File: src/rtl/linear_layer_start_token_fifo.sv
// linear_layer_start_token_fifo: shift-register start-token FIFO with first-word fall-through.
// The newest token enters at sr_q[0]; the oldest sits at sr_q[count_q-1].
module linear_layer_start_token_fifo #(
    parameter int DATA_WIDTH = 1,
    parameter int ADDR_WIDTH = 1,
    parameter int DEPTH      = 2
) (
    input  logic                  clk,
    input  logic                  reset,
    output logic                  if_full_n,
    input  logic                  if_write_ce,
    input  logic                  if_write,
    input  logic [DATA_WIDTH-1:0] if_din,
    output logic                  if_empty_n,
    input  logic                  if_read_ce,
    input  logic                  if_read,
    output logic [DATA_WIDTH-1:0] if_dout,
    output logic [ADDR_WIDTH:0]   if_num_data_valid
);
    localparam logic [ADDR_WIDTH:0] CNT_ONE  = (ADDR_WIDTH+1)'(1);
    localparam logic [ADDR_WIDTH:0] CNT_FULL = (ADDR_WIDTH+1)'(DEPTH);

    logic [ADDR_WIDTH:0]   count_q, count_d;
    logic [DATA_WIDTH-1:0] sr_q [DEPTH];
    logic [ADDR_WIDTH-1:0] rd_addr;
    logic                  push, pop;

    assign if_empty_n        = count_q != '0;
    assign if_full_n         = count_q != CNT_FULL;
    assign if_num_data_valid = count_q;
    assign push              = if_write & if_write_ce & if_full_n;
    assign pop               = if_read & if_read_ce & if_empty_n;
    // Wraps harmlessly when empty; dout is a don't-care then.
    assign rd_addr           = ADDR_WIDTH'(count_q - CNT_ONE);
    assign if_dout           = sr_q[rd_addr];

    always_comb begin
        count_d = (push && !pop) ? count_q + CNT_ONE :
                  (pop && !push) ? count_q - CNT_ONE : count_q;
    end

    always_ff @(posedge clk) begin
        if (reset) count_q <= '0;
        else       count_q <= count_d;
    end

    always_ff @(posedge clk) begin
        if (push && !reset) begin
            sr_q[0] <= if_din;
            for (int i = 1; i < DEPTH; i++) sr_q[i] <= sr_q[i-1];
        end
    end
endmodule

File: config.mk
export PLATFORM = sky130hd
export DESIGN_NAME = linear_layer_start_token_fifo
export DESIGN_NICKNAME = d
export VERILOG_FILES = /design/src/rtl/linear_layer_start_token_fifo.sv
export SDC_FILE = /design/constraint.sdc
export NUM_CORES = 1
export LEC_CHECK = 0
export BUFFER_PORTS_ARGS = -buffer_cell sky130_fd_sc_hd__buf_2
export CAP_MARGIN = 10
export CORE_AREA = 2 2 39 41
export CTS_CLUSTER_SIZE = 28
export DETAILED_ROUTE_END_ITERATION = 10
export DIE_AREA = 0 0 41 43
export HOLD_SLACK_MARGIN = 0.02
export PLACE_DENSITY = 0.38
export SLEW_MARGIN = 15
export SYNTH_ARGS = -nofsm -noshare
export SYNTH_HDL_FRONTEND = slang
export SYNTH_SLANG_ARGS = --single-unit
File: constraint.sdc
create_clock -name clk -period 3.4 [get_ports clk]
set_input_delay 0.51 -clock clk [delete_from_list [all_inputs] [get_ports clk]]
set_output_delay 0.51 -clock clk [all_outputs]
set_load 0.01 [all_outputs]
**After elaboration in Yosys (flattened, before gate mapping)**

Memory sizes are Yosys's and may differ from the RTL's.
Cells that the tools add are included.

- Bits in registers: 2
- RAM bits: 2
- Output and inout port bits: 5
- Word-level logic and storage cells: 21
- Memories: 1

- $add $sub $neg: 2
- Equal/unequal tests: 1
- Multiplexer cells: 4
- Bitwise logic cells: 4
- Reductions and logical operators: 8

Memories:

| memory | words | bits a word | rd ports | clocked after memory_dff | wr ports | line | text |
|---|---|---|---|---|---|---|---|
| sr_q | 2 | 1 | 2 | 0 | 2 | 24 | `logic [DATA_WIDTH-1:0] sr_q [DEPTH];` |

Operators with widths:

| cell | number |
|---|---|
| AND 1 bit | 4 |
| two-way mux 2 bit | 2 |
| nonzero test 2 bit | 2 |
| logical AND 1 bit | 3 |
| logical NOT 1 bit | 3 |
| adder 2 x 1 -> 2 bit, second input constant | 1 |
| two-way mux 1 bit | 2 |
| inequality test 2 bit, second input constant | 1 |
| subtractor 2 x 1 -> 2 bit, second input constant | 1 |

**Depth between registers and ports, before layout**

- Depth after elaboration: 6
- Mapped depth: 7
- Depth with buffers taken out: 7

**Worst setup path before layout**

No wires, ideal clock.

- Kind: reg2reg
- From: reg count_q[0], in the netlist if_num_data_valid[0]
- To: reg count_q[0], in the netlist if_num_data_valid[0]
- Arrival: 1387 ps
- Required time: 3286 ps
- Setup slack: 1898 ps
- Cell stages (with the launch flop): 8
- Period minus slack after synthesis: 1502 ps
- Path through: dfxtp_1 > inv_1 > ha_1 > inv_1 > nand3_1 > ha_1 > xor2_1 > nor2_1

- Word-level cells in the longest chain between the ends: 5

RTL lines:

| item | line | text |
|---|---|---|
| start: declaration | 23 | `logic [ADDR_WIDTH:0] count_q, count_d;` |
| start signal: assignment | 44 | `else count_q <= count_d;` |
| nonzero test 2 bit * | 28 | `assign if_empty_n = count_q != '0;` |
| net if_empty_n | 14 | `output logic if_empty_n,` |
| AND 1 bit * | 32 | `assign pop = if_read & if_read_ce & if_empty_n;` |
| logical NOT 1 bit | 38 | `count_d = (push && !pop) ? count_q + CNT_ONE :` |
| logical AND 1 bit | 38 |  |
| two-way mux 2 bit or nonzero test 2 bit (tied branches) | -- |  |

The timed path passes the listed nets; every way through them passes the cells marked *. The select of a mux whose other input is x is not followed.
A chain may end at the register's enable or synchronous reset.

**Final worst setup path**

- From: reg count_q[0], in the netlist if_num_data_valid[0]
- To: out if_full_n

- Word-level cells in the longest chain between the ends: 1

RTL lines:

| item | line | text |
|---|---|---|
| inequality test 2 bit | 29 | `assign if_full_n = count_q != CNT_FULL;` |
| end: declaration | 10 | `output logic if_full_n,` |

Every way passes these cells.

==> reports/qor.txt <==
RUN STATUS
--------------------------------------------------------------------------------------
Status                                                                    finished, final reports clean

DETAILED ROUTING
--------------------------------------------------------------------------------------
Number of antenna-violating nets in the routed design                                0
DRT Wirelength                                                                  476 um
Via count                                                                          207
DRC Markers                                                                          0
Via-per-instance ratio                                                           3.981
Average wire length per cell after detail routing                             9.154 um
Detailed Route Iter0 Violations                                                      2
First drt pass iteration count                                                       4

TIMING
--------------------------------------------------------------------------------------
Hold slack                                                                    448.7 ps
Peak Freq                                                                    610.0 MHz
Normalized max-slew margin                                                      78.82%
Setup violators final                                                                0
Clock period minus worst slack                                                 1639 ps
Worst Setup Slack, final                                                       1761 ps
Unrepaired setup endpoints after global routing                                     no
Clock skew after layout                                                       11.11 ps
Sum of negative setup slack                                                       0 ps
Final count of hold timing violations                                                0
Pin slew with the least headroom to its limit                                 315.2 ps
Number of max-slew violations in the final report                                    0
Post-route clock period utilization                                             48.22%

SYNTHESIS
--------------------------------------------------------------------------------------
Syn Nets                                                                            31
Yosys warning count                                                                  0
Mapped Avg Cell Area                                                         10.78 um2
Fraction of synthesized cell area taken by the top area cell type               26.52%
Cells after Synth                                                                   21
Top area cells in the synthesized netlist                                 sky130_fd_sc_hd__edfxtp_1, sky130_fd_sc_hd__dfxtp_1, sky130_fd_sc_hd__ha_1
Post-synthesis register bit count                                                    4
Number of different library cells in the post-synthesis netlist                     12
Synth Cell Area                                                              226.5 um2
Cell type with the highest aggregate area in the netlist                  sky130_fd_sc_hd__edfxtp_1
Part of the Yosys area used for sequential elements                             44.20%

CLOCKING
--------------------------------------------------------------------------------------
Clock-pin slew on the worst setup and hold paths                                 50 ps
Number of CTS-inserted buffers                                                       3
Clock Tree Buf Depth                                                                 2
Number of post-CTS setup repair buffers                                              0
Number of clock sinks seen by CTS                                                    4
Buffer cell driving the clock tree root                                   sky130_fd_sc_hd__clkbuf_4
CTS tree                                                                         built
Number of instances resized during post-cts repair                                   0
Hold buffer count at CTS                                                             0
Worst-skew pair later-pin latency                                               240 ps
H-tree depth                                                                         1

GLOBAL ROUTE
--------------------------------------------------------------------------------------
Number of global-route vias before repair                                          215
Wire length of the first global-routing pass                                    759 um
Overflow after GRT                                                                   0
GRT Util Overall                                                                6.533%
Initial antenna violation count                                                      0
Largest net degree at the start of global routing                                    5

DIE
--------------------------------------------------------------------------------------
Area of the core region                                                       1384 um2
Die span in x                                                                    41 um
Area of the die                                                               1763 um2
Y dimension of the die                                                           43 um
Cell Rows                                                                           14
IO Pins                                                                             12
Initial Utilization                                                             16.37%

SETUP PATH
--------------------------------------------------------------------------------------
Slowest stage cell on the critical path                                   sky130_fd_sc_hd__dfxtp_1
Worst path most repeated cell                                             sky130_fd_sc_hd__inv_1
R2r startpoint                                                            if_num_data_valid[0]
Crit. End Element                                                         primary output
Startpoint Class                                                             flip-flop
Crit path launch                                                          if_num_data_valid[0]
Critical Path Max Stage Delay                                                   400 ps
Kind of critical path                                                       reg -> out
End of the worst register-to-register path                                if_num_data_valid[1]
Maximum fanout along the worst path                                                  4
Arrival time at the worst endpoint                                             1130 ps
FF-to-FF setup slack                                                           1920 ps
Crit path to                                                                 if_full_n
Required time worst endpoint                                                   2890 ps
Cells along the critical path                                             inv_1 -> ha_1 -> inv_1 -> buf_2
Cell depth of the worst flop-to-flop path                                            6

MIN PATH
--------------------------------------------------------------------------------------
Type of the tightest min-delay check                                         in -> reg
Min-Delay Path Depth                                                                 1

FLOW RUN
--------------------------------------------------------------------------------------
Total of max-cap violations                                                          0

PLACED DESIGN
--------------------------------------------------------------------------------------
Area of placed instances                                                     301.5 um2
Count of input and output buffers                                                   11
Final HPWL from detailed placement                                            399.5 um
Weighted congestion reported at the end of routability-driven placement         0.6553
Setup slack at placement                                                       1900 ps

FINAL LAYOUT
--------------------------------------------------------------------------------------
Synth-to-Final Area Change                                                      44.75%
Diode count                                                                          0
Final cell area excluding filler cells                                       327.8 um2
Fraction of layout cells with a size suffix above 1                             44.44%
Most frequent cells in the layout                                         sky130_fd_sc_hd__buf_2, sky130_fd_sc_hd__inv_1, sky130_fd_sc_hd__ha_1, sky130_fd_sc_hd__clkbuf_4
Filler Cell Count                                                                  163
Post-layout net count                                                               47
Most frequent standard cell in the layout excluding fill and tap cells    sky130_fd_sc_hd__buf_2

POWER AND IR DROP
--------------------------------------------------------------------------------------
Leakage power total                                                          0.1608 nW
Total power per unit cell area                                            648.1 nW/um2
Worst voltage drop across the vdd grid                                        130.4 uV

## cell type report
cell class | instances | area [um2] | share of cell area (%)
Inverter | 4 | 15.01 | 4.580
Timing Repair Buffer | 11 | 55.05 | 16.79
Tap cell | 16 | 20.02 | 6.107
Sequential cell | 4 | 100.1 | 30.53
Multi-Input combinational cell | 13 | 111.4 | 33.97
Clock buffer | 4 | 26.28 | 8.015
## routing by layer
metal,global-route usage (%),vias up,share of wire (%),wire length (um)
met3,1.571,0,11,50
met5,0,-,0,0
li1,-,99,-,-
met4,6.000,0,0,0
met2,9.688,11,47,225
met1,7.097,97,42,200
## power by group
part / total, mW / switching (mW) / internal, mW / leakage [nW]
sequential: 0.0679 / 0.00894 / 0.0590 / 0.0348
clock: 0.0658 / 0.0216 / 0.0442 / 0.0150
combinational: 0.0788 / 0.0414 / 0.0374 / 0.111
total: 0.212 / 0.0719 / 0.141 / 0.161
## cells by family after synthesis
kind of cell    count (synthesis)  share of synthesized area [%]
compound gates                  1                          5.524
xor+xnor                        2                          7.736
fa+ha+maj                       3                          16.58
buf+inv                         4                          6.628
flops                           4                          44.20
mux                             1                          6.628
simple gates                    6                          12.70
## sequential cells by signal, indices dropped and copies added (netlist names)
signal             cells
if_num_data_valid      2
sr_q                   2
## critical path, delay by kind of cell, from the launching register on
kind / cells / cell delay, ps
adders and majority gates: 1 / 230
DFF: 1 / 400
buffers and inverters: 3 / 270
## stage by stage
step                      std cells  util (%)  power (mW)
after floorplan                  21         -      0.1195
after global placement           48     21.79      0.1463
after detailed placement         48     21.79      0.1487
after CTS                        52     23.69      0.2189
after global routing             52     23.69      0.2296
final                            52     23.69      0.2125
## cell usage after synthesis
cell,count
sky130_fd_sc_hd__nor3_1,1
sky130_fd_sc_hd__ha_1,3
sky130_fd_sc_hd__inv_1,4
sky130_fd_sc_hd__o31ai_2,1
sky130_fd_sc_hd__edfxtp_1,2
sky130_fd_sc_hd__xor2_1,2
sky130_fd_sc_hd__nand3b_1,1
sky130_fd_sc_hd__nor2_1,2
sky130_fd_sc_hd__nand2_1,1
sky130_fd_sc_hd__nand3_1,1
sky130_fd_sc_hd__dfxtp_1,2
sky130_fd_sc_hd__mux2_4,1
## how the worst min path moves through the flow
stage / start / slack, ps / to
6_report: if_din / 450 / sr_q[0]
2_1_floorplan: sr_q[0] / 430 / sr_q[1]
3_3_place_gp: sr_q[0] / 440 / sr_q[1]
5_1_grt: if_din / 430 / sr_q[0]
3_5_place_dp: sr_q[0] / 460 / sr_q[1]
4_1_cts: if_din / 440 / sr_q[0]
No activity file was read; power rests on OpenSTA's default activity.
